File: src/rtl/uart_tx_arbiter.sv
// uart_tx_arbiter: round-robin arbiter that shares one UART byte transmitter among NUM_REQ requesters,
// keeps multi-byte messages contiguous and watches the transmitter busy handshake.
module uart_tx_arbiter #(
    parameter int NUM_REQ      = 4,
    parameter int BUSY_TIMEOUT = 16
) (
    input  logic                         tx_clk,
    input  logic                         RST,
    input  logic [NUM_REQ-1:0]           req_valid,
    input  logic [8*NUM_REQ-1:0]         req_data,
    input  logic [NUM_REQ-1:0]           req_last,
    output logic [NUM_REQ-1:0]           req_ready,
    output logic [7:0]                   tx_data,
    output logic                         tx_start,
    input  logic                         tx_busy,
    output logic [$clog2(NUM_REQ)-1:0]   grant_id,
    output logic                         grant_active,
    output logic                         timeout_err,
    output logic [15:0]                  byte_count
);
    localparam int IW = $clog2(NUM_REQ);
    localparam int WW = $clog2(BUSY_TIMEOUT);

    typedef enum logic [1:0] {IDLE, WAIT_BUSY, WAIT_DONE} state_e;

    state_e          state_q, state_d;
    logic [7:0]      tx_data_q, tx_data_d;
    logic            tx_start_q, tx_start_d;
    logic [IW-1:0]   grant_q, grant_d;
    logic [IW-1:0]   rr_q, rr_d;
    logic [IW-1:0]   lock_id_q, lock_id_d;
    logic            lock_q, lock_d;
    logic [WW-1:0]   wd_q, wd_d;
    logic            tout_q, tout_d;
    logic [15:0]     byte_count_q, byte_count_d;
    logic [IW-1:0]   idx, winner, sel;
    logic            found, fire;

    // Search starts just after the last winner so every requester gets a turn.
    always_comb begin
        idx    = '0;
        winner = rr_q;
        found  = 1'b0;
        for (int k = 1; k <= NUM_REQ; k++) begin
            idx = IW'((int'(rr_q) + k) % NUM_REQ);
            if (!found && req_valid[idx]) begin
                winner = idx;
                found  = 1'b1;
            end
        end
    end

    assign sel = lock_q ? lock_id_q : winner;

    always_comb begin
        req_ready = '0;
        if (!RST && state_q == IDLE && (lock_q ? req_valid[lock_id_q] : found))
            req_ready[sel] = 1'b1;
    end

    assign fire = |req_ready;

    always_comb begin
        state_d      = state_q;
        tx_data_d    = tx_data_q;
        tx_start_d   = 1'b0;
        grant_d      = grant_q;
        rr_d         = rr_q;
        lock_d       = lock_q;
        lock_id_d    = lock_id_q;
        wd_d         = wd_q;
        tout_d       = 1'b0;
        byte_count_d = byte_count_q;
        case (state_q)
            IDLE: begin
                if (fire) begin
                    state_d    = WAIT_BUSY;
                    tx_data_d  = req_data[{sel, 3'b000} +: 8];
                    tx_start_d = 1'b1;
                    grant_d    = sel;
                    rr_d       = sel;
                    lock_d     = !req_last[sel];
                    lock_id_d  = sel;
                    wd_d       = '0;
                end
            end
            WAIT_BUSY: begin
                if (tx_busy) begin
                    state_d = WAIT_DONE;
                end else if (wd_q == WW'(BUSY_TIMEOUT - 2)) begin
                    state_d = IDLE;
                    tout_d  = 1'b1;
                    lock_d  = 1'b0;
                end else begin
                    wd_d = wd_q + WW'(1);
                end
            end
            WAIT_DONE: begin
                if (!tx_busy) begin
                    state_d      = IDLE;
                    byte_count_d = byte_count_q + 16'd1;
                end
            end
            default: state_d = IDLE;
        endcase
    end

    always_ff @(posedge tx_clk) begin
        if (RST) begin
            state_q      <= IDLE;
            tx_data_q    <= '0;
            tx_start_q   <= 1'b0;
            grant_q      <= '0;
            rr_q         <= IW'(NUM_REQ - 1);
            lock_q       <= 1'b0;
            lock_id_q    <= '0;
            wd_q         <= '0;
            tout_q       <= 1'b0;
            byte_count_q <= '0;
        end else begin
            state_q      <= state_d;
            tx_data_q    <= tx_data_d;
            tx_start_q   <= tx_start_d;
            grant_q      <= grant_d;
            rr_q         <= rr_d;
            lock_q       <= lock_d;
            lock_id_q    <= lock_id_d;
            wd_q         <= wd_d;
            tout_q       <= tout_d;
            byte_count_q <= byte_count_d;
        end
    end

    assign tx_data      = tx_data_q;
    assign tx_start     = tx_start_q;
    assign grant_id     = grant_q;
    assign grant_active = (state_q != IDLE) || lock_q;
    assign timeout_err  = tout_q;
    assign byte_count   = byte_count_q;
endmodule

File: config.mk
export PLATFORM = sky130hd
export DESIGN_NAME = uart_tx_arbiter
export DESIGN_NICKNAME = d
export VERILOG_FILES = /design/src/rtl/uart_tx_arbiter.sv
export SDC_FILE = /design/constraint.sdc
export NUM_CORES = 1
export LEC_CHECK = 0
export ABC_AREA = 1
export BUFFER_PORTS_ARGS = -buffer_cell sky130_fd_sc_hd__buf_2
export CORE_MARGIN = 2
export CORE_UTILIZATION = 51
export CTS_CLUSTER_DIAMETER = 50
export DETAILED_ROUTE_END_ITERATION = 10
export PLACE_DENSITY = 0.77
export RECOVER_POWER = 50
export SETUP_SLACK_MARGIN = 0.4
export SKIP_LAST_GASP = 1
export SYNTH_ARGS = -nofsm -noshare
export SYNTH_HDL_FRONTEND = slang
export SYNTH_SLANG_ARGS = --single-unit
File: constraint.sdc
create_clock -name tx_clk -period 2.2 [get_ports tx_clk]
set_clock_uncertainty 0.15 [all_clocks]
set_input_delay 0.33 -clock tx_clk [delete_from_list [all_inputs] [get_ports tx_clk]]
set_output_delay 0.33 -clock tx_clk [all_outputs]
set_load 0.02 [all_outputs]
==> results.yml <==
setup_path:
  start_kind: "flop"
  timing.critical_path.mode_cell: "nand2_4"
  end_kind: "primary output"
  critPathTopFamily: "simple AND/OR/NAND/NOR gates"
  slowest_delay_ns: 0.38
  path_class: "reg2out"
  critPathRequiredTime_ns: 1.72
  path_max_fanout: 5
  cp.arrival_ns: 1.91
  cp_cell_sequence: "buf_6 > nand2_4 > nand2_4 > nand2_4 > buf_4 > nand3_1 > nand2_1 > nand2_1 > nand3_2 > nand2_4 > nor3_4 > buf_6"
  reg2reg_slack_ns: -0.15
  cpMaxStageDelayCell: "dfxtp_4"
  path_buf_inv: 3
timing:
  rsz0062_at_grt: "yes"
  drv_slew: 0
  fmax_mhz: 418
  period_needed_ns: 2.39
  fin_ws_ns: -0.190
  min_period_over_period_pct: 109
  slew_headroom_pct: 75.2
  tightest_slew_ns: 0.368
  finalHoldViolations: 0
  setup_tns_ns: -1.77
  setup-violations-final: 13
clocking:
  path_clk_slew_ns: 0.07
  cts-root-buf: "clkbuf_8"
  clock_latency_ns: 0.28
  postCtsHoldBufs: 0
  htree_levels: 2
  clock_sinks: 37
  cts-buffers-inserted: 5
  clock_path_buffers: 2
  cts_tree: "built"
floorplan:
  pin_count: 76
  die_w_um: 72.7
  rows: 25
  start_util_pct: 52.1
  die_h_um: 72.7
  core-area_sq_um: 4630
  fp.dieArea_sq_um: 5290
pwr:
  totalPowerFinal_w: 0.00646
  power.density_nw_per_um2: 1770
  total_leakage_power_nw: 1.80
  ir_drop_mv: 1.12
layout:
  antennaDiodeCount: 0
  finalNonFillerCells: 541
  area_delta_synth_final_pct: 51.7
  drive_above_1_share_pct: 45.4
  nNetsFinal: 532
drt:
  drc: 0
  routedWlPerCell_um: 13.6
  ant_nets: 0
  drtPass1Iterations: 6
  drt_iter0_markers: 268
  num_vias: 2892
  totalWireLength_mm: 7.34
  via_per_inst: 5.35
hold_path:
  hp-class: "in2reg"
grt:
  grt_pass1_vias: 2575
  grt-ovfl-total: 0
  grt_max_degree: 25
  antenna_found_initial: 0
  grt_pass1_wl_mm: 10.8
  grt_util_all_layers_pct: 25.3
job:
  cap_viol_max_count: 0
synthesis:
  syn_avg_cell_area_sq_um: 6.48
  synth_cell_types: 32
  yosysSeqAreaShare_pct: 30.7
  synth_edf_count: 0
  synth_ff_type: "dfxtp_1"
  ys_seq_elements: 37
  synth_area_sq_um: 2410
  ys_async_sr_fraction_pct: 0
  synth_nets: 418
  yosysWarnings: 0
  synthCells: 372
placement:
  gp_congestion: 0.896
  placedCellCount: 503
  dp_hpwl_mm: 4.56
  port_buffers: 75
run_status:
  status: "complete, but fails checks"
  violations: "setup timing"
==> layout by cell type (no fill, tap or decap), types with 2 or more instances in the layout <==
master | Yosys | routed
nor3b_1 | 3 | 2
buf_4 | 1 | 28
nand3_1 | 25 | 19
nand3_2 | 13 | 15
nor3_4 | 0 | 3
nor2_1 | 39 | 32
nand4_1 | 3 | 3
nand2_8 | 0 | 2
buf_12 | 0 | 2
o21ai_1 | 1 | 3
nand2_1 | 103 | 82
nor3_1 | 10 | 5
inv_2 | 5 | 4
ha_1 | 3 | 2
nand2_4 | 5 | 14
dfxtp_1 | 37 | 29
clkbuf_1 | 3 | 2
clkbuf_8 | 0 | 6
a21oi_1 | 18 | 14
buf_6 | 6 | 14
o21ai_0 | 20 | 17
nand3_4 | 0 | 4
nor3_2 | 2 | 4
dfxtp_4 | 0 | 5
inv_6 | 0 | 2
nor2_4 | 3 | 10
dfxtp_2 | 0 | 3
nand2_2 | 8 | 18
o211ai_1 | 2 | 2
a21oi_2 | 0 | 4
inv_1 | 52 | 48
buf_2 | 0 | 71
inv_4 | 0 | 3
==> synthesized netlist by cell type (2+ instances only) <==
cell type / n / share of area, %
nand2_1: 103 / 16
inv_1: 52 / 8.1
nor2_1: 39 / 6.1
dfxtp_1: 37 / 31
nand3_1: 25 / 5.2
o21ai_0: 20 / 4.2
a21oi_1: 18 / 3.7
nand3_2: 13 / 5.4
nor3_1: 10 / 2.1
nand2_2: 8 / 2.1
buf_6: 6 / 2.8
inv_2: 5 / 0.78
nand2_4: 5 / 2.3
clkbuf_1: 3 / 0.47
ha_1: 3 / 1.6
nand4_1: 3 / 0.78
nor2_4: 3 / 1.4
nor3b_1: 3 / 0.93
nor3_2: 2 / 0.83
o211ai_1: 2 / 0.62
==> path summary, 6_finish.rpt <==
path / startpoint / end / depth (start not counted)
hold / removal: tx_busy / state_q[1]$_SDFFE_PP0P_ / 3
setup / recovery: rr_q[0]$_SDFFE_PP1P_ / req_ready[3] / 12
setup reg to reg: rr_q[0]$_SDFFE_PP1P_ / tx_data[5]$_SDFFE_PP0P_ / 17
hold reg to reg: state_q[1]$_SDFFE_PP0P_ / state_q[1]$_SDFFE_PP0P_ / 2
==> metal layers <==
layer,wire length [um],global-route usage (%)
met1,2940,31.2
met2,3750,43.4
met3,478,4.97
met4,167,9.67
met5,0,0
==> power by group <==
group          internal (W)  switching [W]
Combinational       0.00212        0.00287
Sequential         0.000839       0.000148
Clock              0.000256       0.000230
Total               0.00322        0.00325
==> kinds of logic (layout without fill, tap and decap cells) <==
group / count (synthesis) / in the layout / share of synthesized area (%)
xor+xnor: 1 / 1 / 0.364
fa+ha+maj: 3 / 3 / 1.56
buf+inv: 68 / 183 / 13.1
simple gates: 217 / 217 / 43.9
compound gates: 46 / 46 / 10.3
flops: 37 / 37 / 30.7
==> what timing repair did <==
item / 4_1_cts / 5_1_grt
endpoints found under the hold margin: 0 / 0
cloned: 1 / 0
gates resized for setup: 52 / 34
setup buffers: 17 / 12
pin swaps: 32 / 33
endpoints found under the setup margin: 27 / 28
==> final cells by class <==
| type | instances | area, sq um |
|---|---|---|
| flip-flops and latches | 37 | 763 |
| inverters | 57 | 231 |
| multi-input cells | 267 | 1680 |
| repair buffers | 118 | 818 |
| fillers | 297 | 975 |
| well taps | 54 | 67.6 |
| clock buffers | 8 | 90.1 |
==> through the flow <==
| stage | worst slack, ns | cell area [sq um] | utilization (%) | hold WS, ns |
|---|---|---|---|---|
| final | -0.190 | 3650 | 78.9 | 0.131 |
| after global routing | -0.305 | 3650 | 78.9 | 0.139 |
| after CTS | -0.114 | 3440 | 74.3 | 0.154 |
| after detailed placement | -0.0372 | 2990 | 64.5 | 0.321 |
| after global placement | 0.0294 | 2990 | 64.5 | 0.301 |
| after floorplan | 0.160 | 2550 | - | 0.315 |
==> registers in the layout (all words and copies together) (netlist names) <==
signal / count
byte_count: 16
tx_data: 8
wd_q: 4
lock_id_q: 2
rr_q: 2
state_q: 2
lock_q: 1
timeout_err: 1
tx_start: 1
==> worst register-to-register path: cells and delay by family, from the launching register on <==
| family | cells | cell delay (ns) |
|---|---|---|
| DFF | 1 | 0.38 |
| AOI/OAI and AO/OA | 1 | 0.16 |
| buffers and inverters | 4 | 0.51 |
| and+or+nand+nor | 12 | 1.09 |
(Power assumes the default switching activity.)
